--- config.mk ---
export PLATFORM = sky130hd
export DESIGN_NAME = hazard_ctrl
export DESIGN_NICKNAME = d
export VERILOG_FILES = /design/src/rtl/hazard_pkg.sv /design/src/rtl/fwd_sel.sv /design/src/rtl/hazard_ctrl.sv
export SDC_FILE = /design/constraint.sdc
export NUM_CORES = 1
export LEC_CHECK = 0
export ABC_AREA = 0
export BUFFER_PORTS_ARGS = -buffer_cell sky130_fd_sc_hd__buf_4
export CAP_MARGIN = 25
export CORE_UTILIZATION = 38
export DETAILED_ROUTE_END_ITERATION = 10
export GPL_ROUTABILITY_DRIVEN = 1
export PLACE_DENSITY = 0.83
export SLEW_MARGIN = 0
export SYNTH_ARGS = -nofsm -noshare
export SYNTH_HDL_FRONTEND = slang
export SYNTH_SLANG_ARGS = --single-unit
--- constraint.sdc ---
create_clock -name clk -period 1.5 [get_ports clk]
set_input_delay 0.15 -clock clk [delete_from_list [all_inputs] [get_ports clk]]
set_output_delay 0.15 -clock clk [all_outputs]
set_load 0.005 [all_outputs]
--- src/rtl/hazard_pkg.sv ---
// hazard_pkg: shared state encoding and forward-select codes for hazard_ctrl.
`default_nettype none

package hazard_pkg;

  localparam int REG_W = 4;

  localparam logic [1:0] FWD_REG = 2'b00;
  localparam logic [1:0] FWD_RW  = 2'b01;
  localparam logic [1:0] FWD_M   = 2'b10;

  typedef enum logic [0:0] {
    RUN     = 1'b0,
    MC_WAIT = 1'b1
  } state_t;

endpackage

`default_nettype wire

--- src/rtl/fwd_sel.sv ---
// fwd_sel: priority comparator choosing one execute operand's bypass source.
`default_nettype none

module fwd_sel
  import hazard_pkg::*;
(
  input  logic [REG_W-1:0] i_rs,
  input  logic [REG_W-1:0] i_rd_m,
  input  logic [REG_W-1:0] i_rd_w,
  input  logic             i_wb_m,
  input  logic             i_wb_w,
  output logic [1:0]       o_fwd
);

  // The memory stage holds the younger result, so it wins over writeback.
  always_comb begin
    o_fwd = FWD_REG;
    if (i_wb_m && (i_rd_m == i_rs)) begin
      o_fwd = FWD_M;
    end else if (i_wb_w && (i_rd_w == i_rs)) begin
      o_fwd = FWD_RW;
    end
  end

endmodule

`default_nettype wire

--- src/rtl/hazard_ctrl.sv ---
// hazard_ctrl: forwarding, load-use/branch hazards and multicycle-ALU stall FSM.
// Define HAZARD_PERF_EN to add saturating stall_cnt/flush_cnt counters.
`default_nettype none

module hazard_ctrl
  import hazard_pkg::*;
#(
  parameter int MC_MAX_CYCLES = 40,
  parameter int CNT_W         = 16
) (
  input  logic             clk,
  input  logic             rst,
  input  logic [REG_W-1:0] RS1_D,
  input  logic [REG_W-1:0] RS2_D,
  input  logic [REG_W-1:0] RS1_E,
  input  logic [REG_W-1:0] RS2_E,
  input  logic [REG_W-1:0] RD_E,
  input  logic [REG_W-1:0] RD_M,
  input  logic [REG_W-1:0] RD_W,
  input  logic             isWb_E,
  input  logic             isWb_M,
  input  logic             isWb_W,
  input  logic             isLd_E,
  input  logic             isbranchtaken_E,
  input  logic             mc_start_E,
  input  logic             mc_done,
  output logic [1:0]       forwardA_E,
  output logic [1:0]       forwardB_E,
  output logic             stall_F,
  output logic             stall_D,
  output logic             stall_E,
  output logic             flush_D,
  output logic             flush_E,
  output logic             mc_go,
  output logic             mc_busy,
  output logic             mc_err
`ifdef HAZARD_PERF_EN
  ,
  output logic [CNT_W-1:0] stall_cnt,
  output logic [CNT_W-1:0] flush_cnt
`endif
);

  localparam int MC_CNT_W = $clog2(MC_MAX_CYCLES + 1);
  localparam logic [MC_CNT_W-1:0] MC_LIMIT = MC_CNT_W'(MC_MAX_CYCLES);

  state_t              r_state;
  state_t              w_next;
  logic [MC_CNT_W-1:0] r_mc_cnt;
  logic [MC_CNT_W-1:0] w_mc_cnt_nxt;
  logic                r_mc_err;
  logic                w_err_set;
  logic                w_load_use;
  logic                w_stall_f;
  logic                w_stall_d;
  logic                w_stall_e;
  logic                w_flush_d;
  logic                w_flush_e;
  logic                w_go;

  fwd_sel u_fwd_a (
    .i_rs   (RS1_E),
    .i_rd_m (RD_M),
    .i_rd_w (RD_W),
    .i_wb_m (isWb_M),
    .i_wb_w (isWb_W),
    .o_fwd  (forwardA_E)
  );

  fwd_sel u_fwd_b (
    .i_rs   (RS2_E),
    .i_rd_m (RD_M),
    .i_rd_w (RD_W),
    .i_wb_m (isWb_M),
    .i_wb_w (isWb_W),
    .o_fwd  (forwardB_E)
  );

  assign w_load_use = isLd_E && isWb_E && ((RD_E == RS1_D) || (RD_E == RS2_D));

  always_comb begin
    w_next       = r_state;
    w_mc_cnt_nxt = r_mc_cnt;
    w_err_set    = 1'b0;
    w_stall_f    = 1'b0;
    w_stall_d    = 1'b0;
    w_stall_e    = 1'b0;
    w_flush_d    = 1'b0;
    w_flush_e    = 1'b0;
    w_go         = 1'b0;
    case (r_state)
      RUN: begin
        if (isbranchtaken_E) begin
          w_flush_d = 1'b1;
          w_flush_e = 1'b1;
        end else if (mc_start_E) begin
          w_go         = 1'b1;
          w_stall_f    = 1'b1;
          w_stall_d    = 1'b1;
          w_stall_e    = 1'b1;
          w_mc_cnt_nxt = '0;
          w_next       = MC_WAIT;
        end else if (w_load_use) begin
          w_stall_f = 1'b1;
          w_stall_d = 1'b1;
          w_flush_e = 1'b1;
        end
      end
      MC_WAIT: begin
        // Releasing the stalls in the done cycle lets E/M capture the result.
        if (mc_done) begin
          w_next = RUN;
        end else if (r_mc_cnt == MC_LIMIT) begin
          w_err_set = 1'b1;
          w_flush_e = 1'b1;
          w_next    = RUN;
        end else begin
          w_stall_f    = 1'b1;
          w_stall_d    = 1'b1;
          w_stall_e    = 1'b1;
          w_mc_cnt_nxt = r_mc_cnt + MC_CNT_W'(1);
        end
      end
      default: w_next = RUN;
    endcase
  end

  always_ff @(posedge clk or posedge rst) begin
    if (rst) begin
      r_state  <= RUN;
      r_mc_cnt <= '0;
      r_mc_err <= 1'b0;
    end else begin
      r_state  <= w_next;
      r_mc_cnt <= w_mc_cnt_nxt;
      if (w_err_set) begin
        r_mc_err <= 1'b1;
      end
    end
  end

  assign stall_F = ~rst & w_stall_f;
  assign stall_D = ~rst & w_stall_d;
  assign stall_E = ~rst & w_stall_e;
  assign flush_D = ~rst & w_flush_d;
  assign flush_E = ~rst & w_flush_e;
  assign mc_go   = ~rst & w_go;
  assign mc_busy = ~rst & (r_state == MC_WAIT);
  assign mc_err  = r_mc_err;

`ifdef HAZARD_PERF_EN
  logic [CNT_W-1:0] r_stall_cnt;
  logic [CNT_W-1:0] r_flush_cnt;

  always_ff @(posedge clk or posedge rst) begin
    if (rst) begin
      r_stall_cnt <= '0;
      r_flush_cnt <= '0;
    end else begin
      if ((stall_F | stall_D | stall_E) && (r_stall_cnt != '1)) begin
        r_stall_cnt <= r_stall_cnt + CNT_W'(1);
      end
      if ((flush_D | flush_E) && (r_flush_cnt != '1)) begin
        r_flush_cnt <= r_flush_cnt + CNT_W'(1);
      end
    end
  end

  assign stall_cnt = r_stall_cnt;
  assign flush_cnt = r_flush_cnt;
`else
  // CNT_W only sizes the optional counters; keep it referenced in this build.
  if (CNT_W < 1) begin : g_cnt_w_unused
  end
`endif

endmodule

`default_nettype wire

# ---- After elaboration in Yosys (flattened, before gate mapping)
# Index checks and enable logic that the tools add are counted.
dict set report totals {
  mem_bits_ro 0
  register_bits 8
  output_inout_bits 12
  word_cells 58
  ram_bits 0
  memories 0
  inputBits 37
  latchBits 0
}
dict set report classes {
  reduce_logical 8
  div 0
  addsub 1
  multipliers 0
  bitwise 8
  n_mux 27
  shifts 0
  eq_ne 11
  n_lt_le_gt_ge 0
}
# operator n
set ops {}
lappend ops {{$eq 4x4->1} 6}
lappend ops {{$mux 6} 4}
lappend ops {{$mux 1} 17}
lappend ops {{$pmux 6 s2} 1}
lappend ops {{$ne 2x2->1 const B} 4}
lappend ops {{$add 6x1->6 const B} 1}
lappend ops {{$and 1x1->1} 6}
lappend ops {{$eq 6x6->1 const B} 1}
lappend ops {{$logic_and 1x1->1} 6}
lappend ops {{$pmux 1 s2} 3}
lappend ops {{$mux 2} 2}
lappend ops {{$reduce_and 4->1} 1}
lappend ops {{$not 1->1} 2}
lappend ops {{$logic_or 1x1->1} 1}

# ---- Longest topological paths before layout
# Gate-level depths: netlist of the first run.
dict set report depth {
  depth_word 8
  mapped_depth 6
  ltp_nobuf 6
}

# ---- Cells and area by module
# Synthesis of the first run repeated with hierarchy kept, for this count alone.
dict set report hier_totals {
  cells_unflattened 94
  area_unflattened_um2 778.2
}
# mod seq_area_each_um2 instances cells_per_inst area_each_um2
set by_module_without_submodules {}
lappend by_module_without_submodules {hazard_ctrl 200.2 1 62 548.0}
lappend by_module_without_submodules {fwd_sel 0.0 2 16 115.1}

# ---- Worst setup path before layout of the first run
# No wires, ideal clock.
dict set report synth_timing {
  path_type {register to output}
  from {register r_mc_cnt[0]}
  to {output stall_F}
  t_required_ns 1.350
  slack_ns -0.055
  n_path_buf 1
  path_stages_with_launch 7
  t_arrival_ns 1.405
  path_cell_list {dfrtp_1 -> inv_1 -> ha_1 -> a311oi_4 -> nor2_2 -> o32ai_1 -> buf_4}
}
dict set report synth_via {
  elab_chain_len 5
}
# item line
set synth_rtl {}
lappend synth_rtl {{start, declared} hazard_ctrl.sv:49} ;# logic [MC_CNT_W-1:0] r_mc_cnt;
lappend synth_rtl {{start signal, assigned} hazard_ctrl.sv:135} ;# r_mc_cnt <= w_mc_cnt_nxt;
lappend synth_rtl {{$eq 6x6->1} hazard_ctrl.sv:113} ;# end else if (r_mc_cnt == MC_LIMIT) begin
lappend synth_rtl {{$mux 1 (2 in series)} --}
lappend synth_rtl {{$pmux 1 s2} --}
lappend synth_rtl {{$and 1x1->1} --}
lappend synth_rtl {{end, declared} hazard_ctrl.sv:29} ;# output logic stall_F,
# No other way between the ends.

# ---- Final worst setup path of the first run
dict set report layout_timing {
  from {register r_mc_cnt[0]}
  to {output stall_F}
}
dict set report layout_via {
  elab_chain_len 5
}
# item line
set layout_rtl {}
lappend layout_rtl {{$eq 6x6->1} hazard_ctrl.sv:113}
lappend layout_rtl {{$mux 1} hazard_ctrl.sv:113}
lappend layout_rtl {{$mux 1} hazard_ctrl.sv:111} ;# if (mc_done) begin
lappend layout_rtl {{$pmux 1 s2} hazard_ctrl.sv:91} ;# case (r_state)
lappend layout_rtl {{$and 1x1->1} hazard_ctrl.sv:142} ;# assign stall_F = ~rst & w_stall_f;
# No other way between the ends.

==> results of run 1 <==
==> timing repair <==
action / CTS / global route
pin swaps: 4 / 3
hold endpoints to repair: 8 / 0
endpoints found under the setup margin: 4 / 7
gates resized for setup: 11 / 0
hold buffers: 1 / 0
setup buffers: 2 / 2
==> metal layers <==
metal / GRT usage (%) / routed length, µm
met3: 4.62 / 80
met5: 0 / 0
met4: 16.6 / 61
met2: 40.3 / 1320
met1: 25.5 / 946
==> cell usage in the layout (no fill, tap or decap), types with 2 or more instances in the layout <==
master and count:
xor2_1 17, clkbuf_4 3, inv_1 6, nor2_1 9, inv_2 2, nand2_2 2
dfrtp_1 8, xnor2_1 7, o32ai_2 2, nand2_1 4, nor3_1 2, nand3_1 4
nand4_1 2, buf_4 56, nor4_1 2
==> per-stage QoR <==
step	cells	util, %	setup TNS, ns	setup WS, ns	hold slack, ns
3_3_place_gp	168	62.9	0	0.0104	0.201
4_1_cts	174	67.9	-0.724	-0.212	0.253
3_5_place_dp	168	62.9	-0.101	-0.101	0.208
5_1_grt	174	67.7	-1.11	-0.293	0.292
6_report	174	67.7	-0.751	-0.215	0.246
2_1_floorplan	88	-	-0.0104	-0.0104	-0.0206
==> power breakdown <==
group	leakage, nW	switching, mW	total (mW)	internal [mW]
logic	0.537	0.177	0.398	0.220
clock network	0.0138	0.0828	0.175	0.0922
registers	0.108	0.0204	0.259	0.239
total	0.659	0.281	0.832	0.551
==> logic make-up after synthesis <==
| group | synth area share [%] |
|---|---|
| fa+ha+maj | 3.21 |
| compound gates | 11.1 |
| flops | 25.7 |
| buf+inv | 4.82 |
| mux | 3.21 |
| simple gates | 25.0 |
| xor+xnor | 27.0 |
==> worst max path at each step <==
stage / to / cells past startpoint
after global routing: stall_D / 6
after CTS: flush_E / 7
after detailed placement: flush_E / 7
final: stall_F / 6
after global placement: flush_E / 5
after floorplan: stall_F / 6
==> state kept, by name (all words and copies together) (netlist names) <==
register	flops
mc_err	1
r_state	1
r_mc_cnt	6
==> worst reg2reg max path, cell delays in order (launching register included) <==
cell and delay [ns]:
dfrtp_1 0.37, inv_2 0.06, ha_4 0.17, a311oi_4 0.35, buf_4 0.20, nand2_2 0.06
mux2i_1 0.18
==> final cells by class <==
class                           instances  area (µm²)
Inverter                                8        30.0
Fill cell                             163         627
Sequential cell                         8         200
Timing Repair Buffer                   57         430
Tap cell                               27        33.8
Clock buffer                            3        22.5
Multi-Input combinational cell         71         598
==> flow_summary.json, run 1 <==
{
  "ir_drop_uv": 792,
  "fin_worst_skew_ns": 0.00909,
  "ioPinCount": 49,
  "final_area_um2": 1320,
  "wl_per_cell_um": 13.8,
  "numCtsBuffers": 3,
  "holdCritStartpoint": "mc_start_E",
  "fin_nets": 188,
  "end_kind": "primary output",
  "setup_viol": 4,
  "worst_slew_pin_slew_ns": 0.392,
  "finalCriticalPeriod_ns": 1.71,
  "cts_sinks": 8,
  "ys_ff_latch": 8,
  "worst-r2r-cell-count": 6,
  "core_um2": 1940,
  "min_to": "r_mc_cnt[2]",
  "ys_seq_area_share_pct": 25.7,
  "drc": 0,
  "insertion_delay_ns": 0.27,
  "dr_total_vias": 868,
  "hold_class": "in2reg",
  "cellLeakagePower_nw": 0.659,
  "ys_top_cells_by_area": "dfrtp_1, xor2_1, xnor2_1",
  "drt_pass1_iterations": 4,
  "routed_wl_um": 2400,
  "syn_area_um2": 779,
  "drtAntennaViolNets": 0,
  "port_buffers": 48,
  "fmax_mhz": 583,
  "violations": "negative setup slack",
  "critPathBufInv": 2,
  "rsz0062_at_grt": "yes",
  "p_per_area_nw_per_um2": 633,
  "initial_utilization_pct": 40.1,
  "power.total_mw": 0.832,
  "cp-start-kind": "flip-flop",
  "antenna_cells": 0,
  "cp_data_required_time_ns": 1.35,
  "slew_headroom_pct": 73.8,
  "synth_fp_nets": 127,
  "cts_buffer_depth": 2,
  "grt_start_max_net_pins": 9,
  "fp-row-count": 16,
  "path_clk_slew_ns": 0.06,
  "cts_max_level": 1,
  "drv_cap": 0,
  "antenna_found_initial": 0,
  "syn2layout_area_growth_pct": 68.7,
  "cts-root-buf": "clkbuf_4",
  "synth_edf_count": 0,
  "grt-ovfl-total": 0,
  "timing.rr.end": "r_mc_cnt[2]",
  "cp_slowest_stage_delay_ns": 0.37,
  "cp_top_family": "compound AO/OA/AOI/OAI gates",
  "synth_top_area_cell": "dfrtp_1",
  "synth_commonest_cells": "xor2_1, nor2_1, dfrtp_1, inv_1, xnor2_1",
  "synth_ff_type": "dfrtp_1",
  "place_area_um2": 1220,
  "fp.dieH_um": 47.3,
  "syn_area_per_cell_um2": 8.86,
  "synthDistinctLibCells": 31,
  "viasPerCell": 4.99,
  "r2r-start": "r_mc_cnt[0]",
  "yosysMostFrequentCell": "xor2_1",
  "arrival_ns": 1.56,
  "rrSetupSlack_ns": 0.04,
  "path_max_fanout": 4,
  "grt_pass1_vias": 831,
  "worstHoldPathCells": 4,
  "track_usage_pct": 23.4,
  "slew_violations": 0,
  "die_area_um2": 2240,
  "setup_ws_ns": -0.215,
  "synthArstFlopShare_pct": 100,
  "drive_gt1_share_pct": 51.0,
  "syn_inst": 88,
  "hpwl_um": 1960,
  "worstPathCellList": "inv_2, ha_4, a311oi_4, nor2_4, o32ai_2, buf_4",
  "cts_tree": "done",
  "startpoint": "r_mc_cnt[0]",
  "grt_pass1_wl_um": 3530,
  "post-route-period-util_pct": 114,
  "crit_type": "reg2out",
  "yosysWarningCount": 0,
  "cp_slowest_cell": "dfrtp_1",
  "die-width_um": 47.3,
  "timing_hold_violations_final": 0,
  "status": "finished with violations",
  "drtIter0Drc": 14,
  "synth_top_area_share_pct": 25.7,
  "place.gp.congestion": 0.825
}
Note: power is estimated with default switching activity, not from simulation.
==> run 2, diff against run 1 <==
Clock period 1.5 ns to 1.4 ns, I/O delays scaled along.
==> run 2 against run 1 <==
Compared with the run above: the run still ends with negative setup slack left; clock skew about the same; flip-flop and latch count unchanged; critical path depth stayed put; wire length is 8.9% higher; worst hold slack improved by 0.031 ns; final cell count increased by 4.6%; sequential power is 6% higher; utilization up 4.4 points; via count grew 4.7%.
==> flow_summary.json, run 2 (synthesis results as in run 1) <==
{
  "drc": 0,
  "setup_ws_ns": -0.332,
  "routed_wl_um": 2620,
  "final_common_cell": "buf_4",
  "critPathBufInv": 2,
  "r2r-start": "r_mc_cnt[0]",
  "largest_reg_flops": 6,
  "cp-start-kind": "flip-flop",
  "slew_headroom_pct": 74.0,
  "worst_slew_pin_slew_ns": 0.389,
  "drive_gt1_share_pct": 55.5,
  "fp.dieH_um": 47.3,
  "drt_pass1_iterations": 4,
  "numCtsBuffers": 3,
  "viasPerCell": 4.99,
  "drtAntennaViolNets": 0,
  "grt_pass1_wl_um": 3810,
  "worstPathCellList": "inv_2, ha_4, a311oi_4, nor2_4, o32ai_2, buf_4",
  "cts_tree": "done",
  "p_per_area_nw_per_um2": 679,
  "cts_max_level": 1,
  "final_cell_mix": "buf_4, xor2_1, nor2_1",
  "cp_top_family": "compound AO/OA/AOI/OAI gates",
  "path_max_fanout": 4,
  "largest-register": "r_mc_cnt",
  "track_usage_pct": 24.9,
  "place_area_um2": 1250,
  "crit_type": "reg2out",
  "drtIter0Drc": 13,
  "grt_pass1_vias": 868,
  "rsz0062_at_grt": "yes",
  "finalCriticalPeriod_ns": 1.73,
  "post-place-ws_ns": -0.152,
  "fin_worst_skew_ns": 0.00953,
  "status": "finished with violations",
  "grt_start_max_net_pins": 9,
  "cellLeakagePower_nw": 0.717,
  "syn2layout_area_growth_pct": 79.8,
  "ir_drop_uv": 631,
  "tns_ns": -1.51,
  "initial_utilization_pct": 40.1,
  "violations": "negative setup slack",
  "path_clk_slew_ns": 0.07,
  "core_um2": 1940,
  "end_kind": "primary output",
  "power.total_mw": 0.952,
  "ioPinCount": 49,
  "setup_viol": 6,
  "startpoint": "r_mc_cnt[0]",
  "drv_cap": 0,
  "antenna_cells": 0,
  "port_buffers": 48,
  "fmax_mhz": 577,
  "fp-row-count": 16,
  "antenna_found_initial": 0,
  "cts_buffer_depth": 2,
  "cp_slowest_stage_delay_ns": 0.37,
  "die-width_um": 47.3,
  "hold_class": "in2reg",
  "hpwl_um": 1960,
  "dr_total_vias": 909,
  "cts-root-buf": "clkbuf_4",
  "hold_ws_ns": 0.277,
  "slew_violations": 0,
  "place.gp.congestion": 0.796,
  "holdCritStartpoint": "mc_start_E",
  "cp_slowest_cell": "a311oi_4",
  "final_area_um2": 1400,
  "post-route-period-util_pct": 124,
  "fin_nets": 196,
  "cts_sinks": 8,
  "grt-ovfl-total": 0,
  "cp_data_required_time_ns": 1.26,
  "timing_hold_violations_final": 0,
  "insertion_delay_ns": 0.27,
  "arrival_ns": 1.59,
  "wl_per_cell_um": 14.4,
  "die_area_um2": 2240
}
==> run 2: path summary, 6_finish.rpt <==
kind / to / slack, ns / cells after the start
setup / recovery: stall_F / -0.33 / 6
hold / removal: r_mc_cnt[2] / 0.28 / 4
setup reg to reg: r_mc_cnt[0] / -0.26 / 7
hold reg to reg: mc_err / 0.50 / 1
max in group asynchronous: r_mc_cnt[0] / 0.54 / 4
min in group asynchronous: mc_err / 0.57 / 4
==> run 2: what timing repair did <==
action	CTS	global route
hold buffers	1	0
pin swaps	7	2
setup buffers	4	4
endpoints found under the setup margin	4	8
cloned	0	0
hold endpoints to repair	8	0
gates resized for setup	12	6
==> run 2: layout make-up <==
type                    instances  area [µm²]
clock buffers                   3        22.5
fillers                       146         541
inverters                       8        30.0
multi-input cells              71         617
flip-flops and latches          8         200
well taps                      27        33.8
repair buffers                 65         498
==> run 2: where the power goes <==
group	internal [mW]	switching (mW)
sequential	0.255	0.0184
clock	0.0990	0.0926
combinational	0.272	0.214
==> run 2: stage by stage <==
| step | std cells | util [%] |
|---|---|---|
| 6_report | 182 | 72.2 |
| 2_1_floorplan | 88 | - |
| 3_3_place_gp | 172 | 64.4 |
| 4_1_cts | 180 | 70.6 |
| 5_1_grt | 182 | 72.2 |
| 3_5_place_dp | 172 | 64.4 |
==> run 2: per-layer routing <==
layer  vias to the layer above  part of all wire [%]  GRT usage [%]  wire (µm)
li1                        442                     -              -          -
met1                       436                    40           29.3       1050
met2                        25                    55           44.4       1450
met3                         6                   2.8           2.69         72
met4                         0                   1.9           12.0         49
met5                         -                     0              0          0
==> run 2: tightest hold or removal path, cell delays in order <==
cell and delay [ns]:
buf_4 0.11, nand2_1 0.07, nand2_1 0.10, mux2i_2 0.08
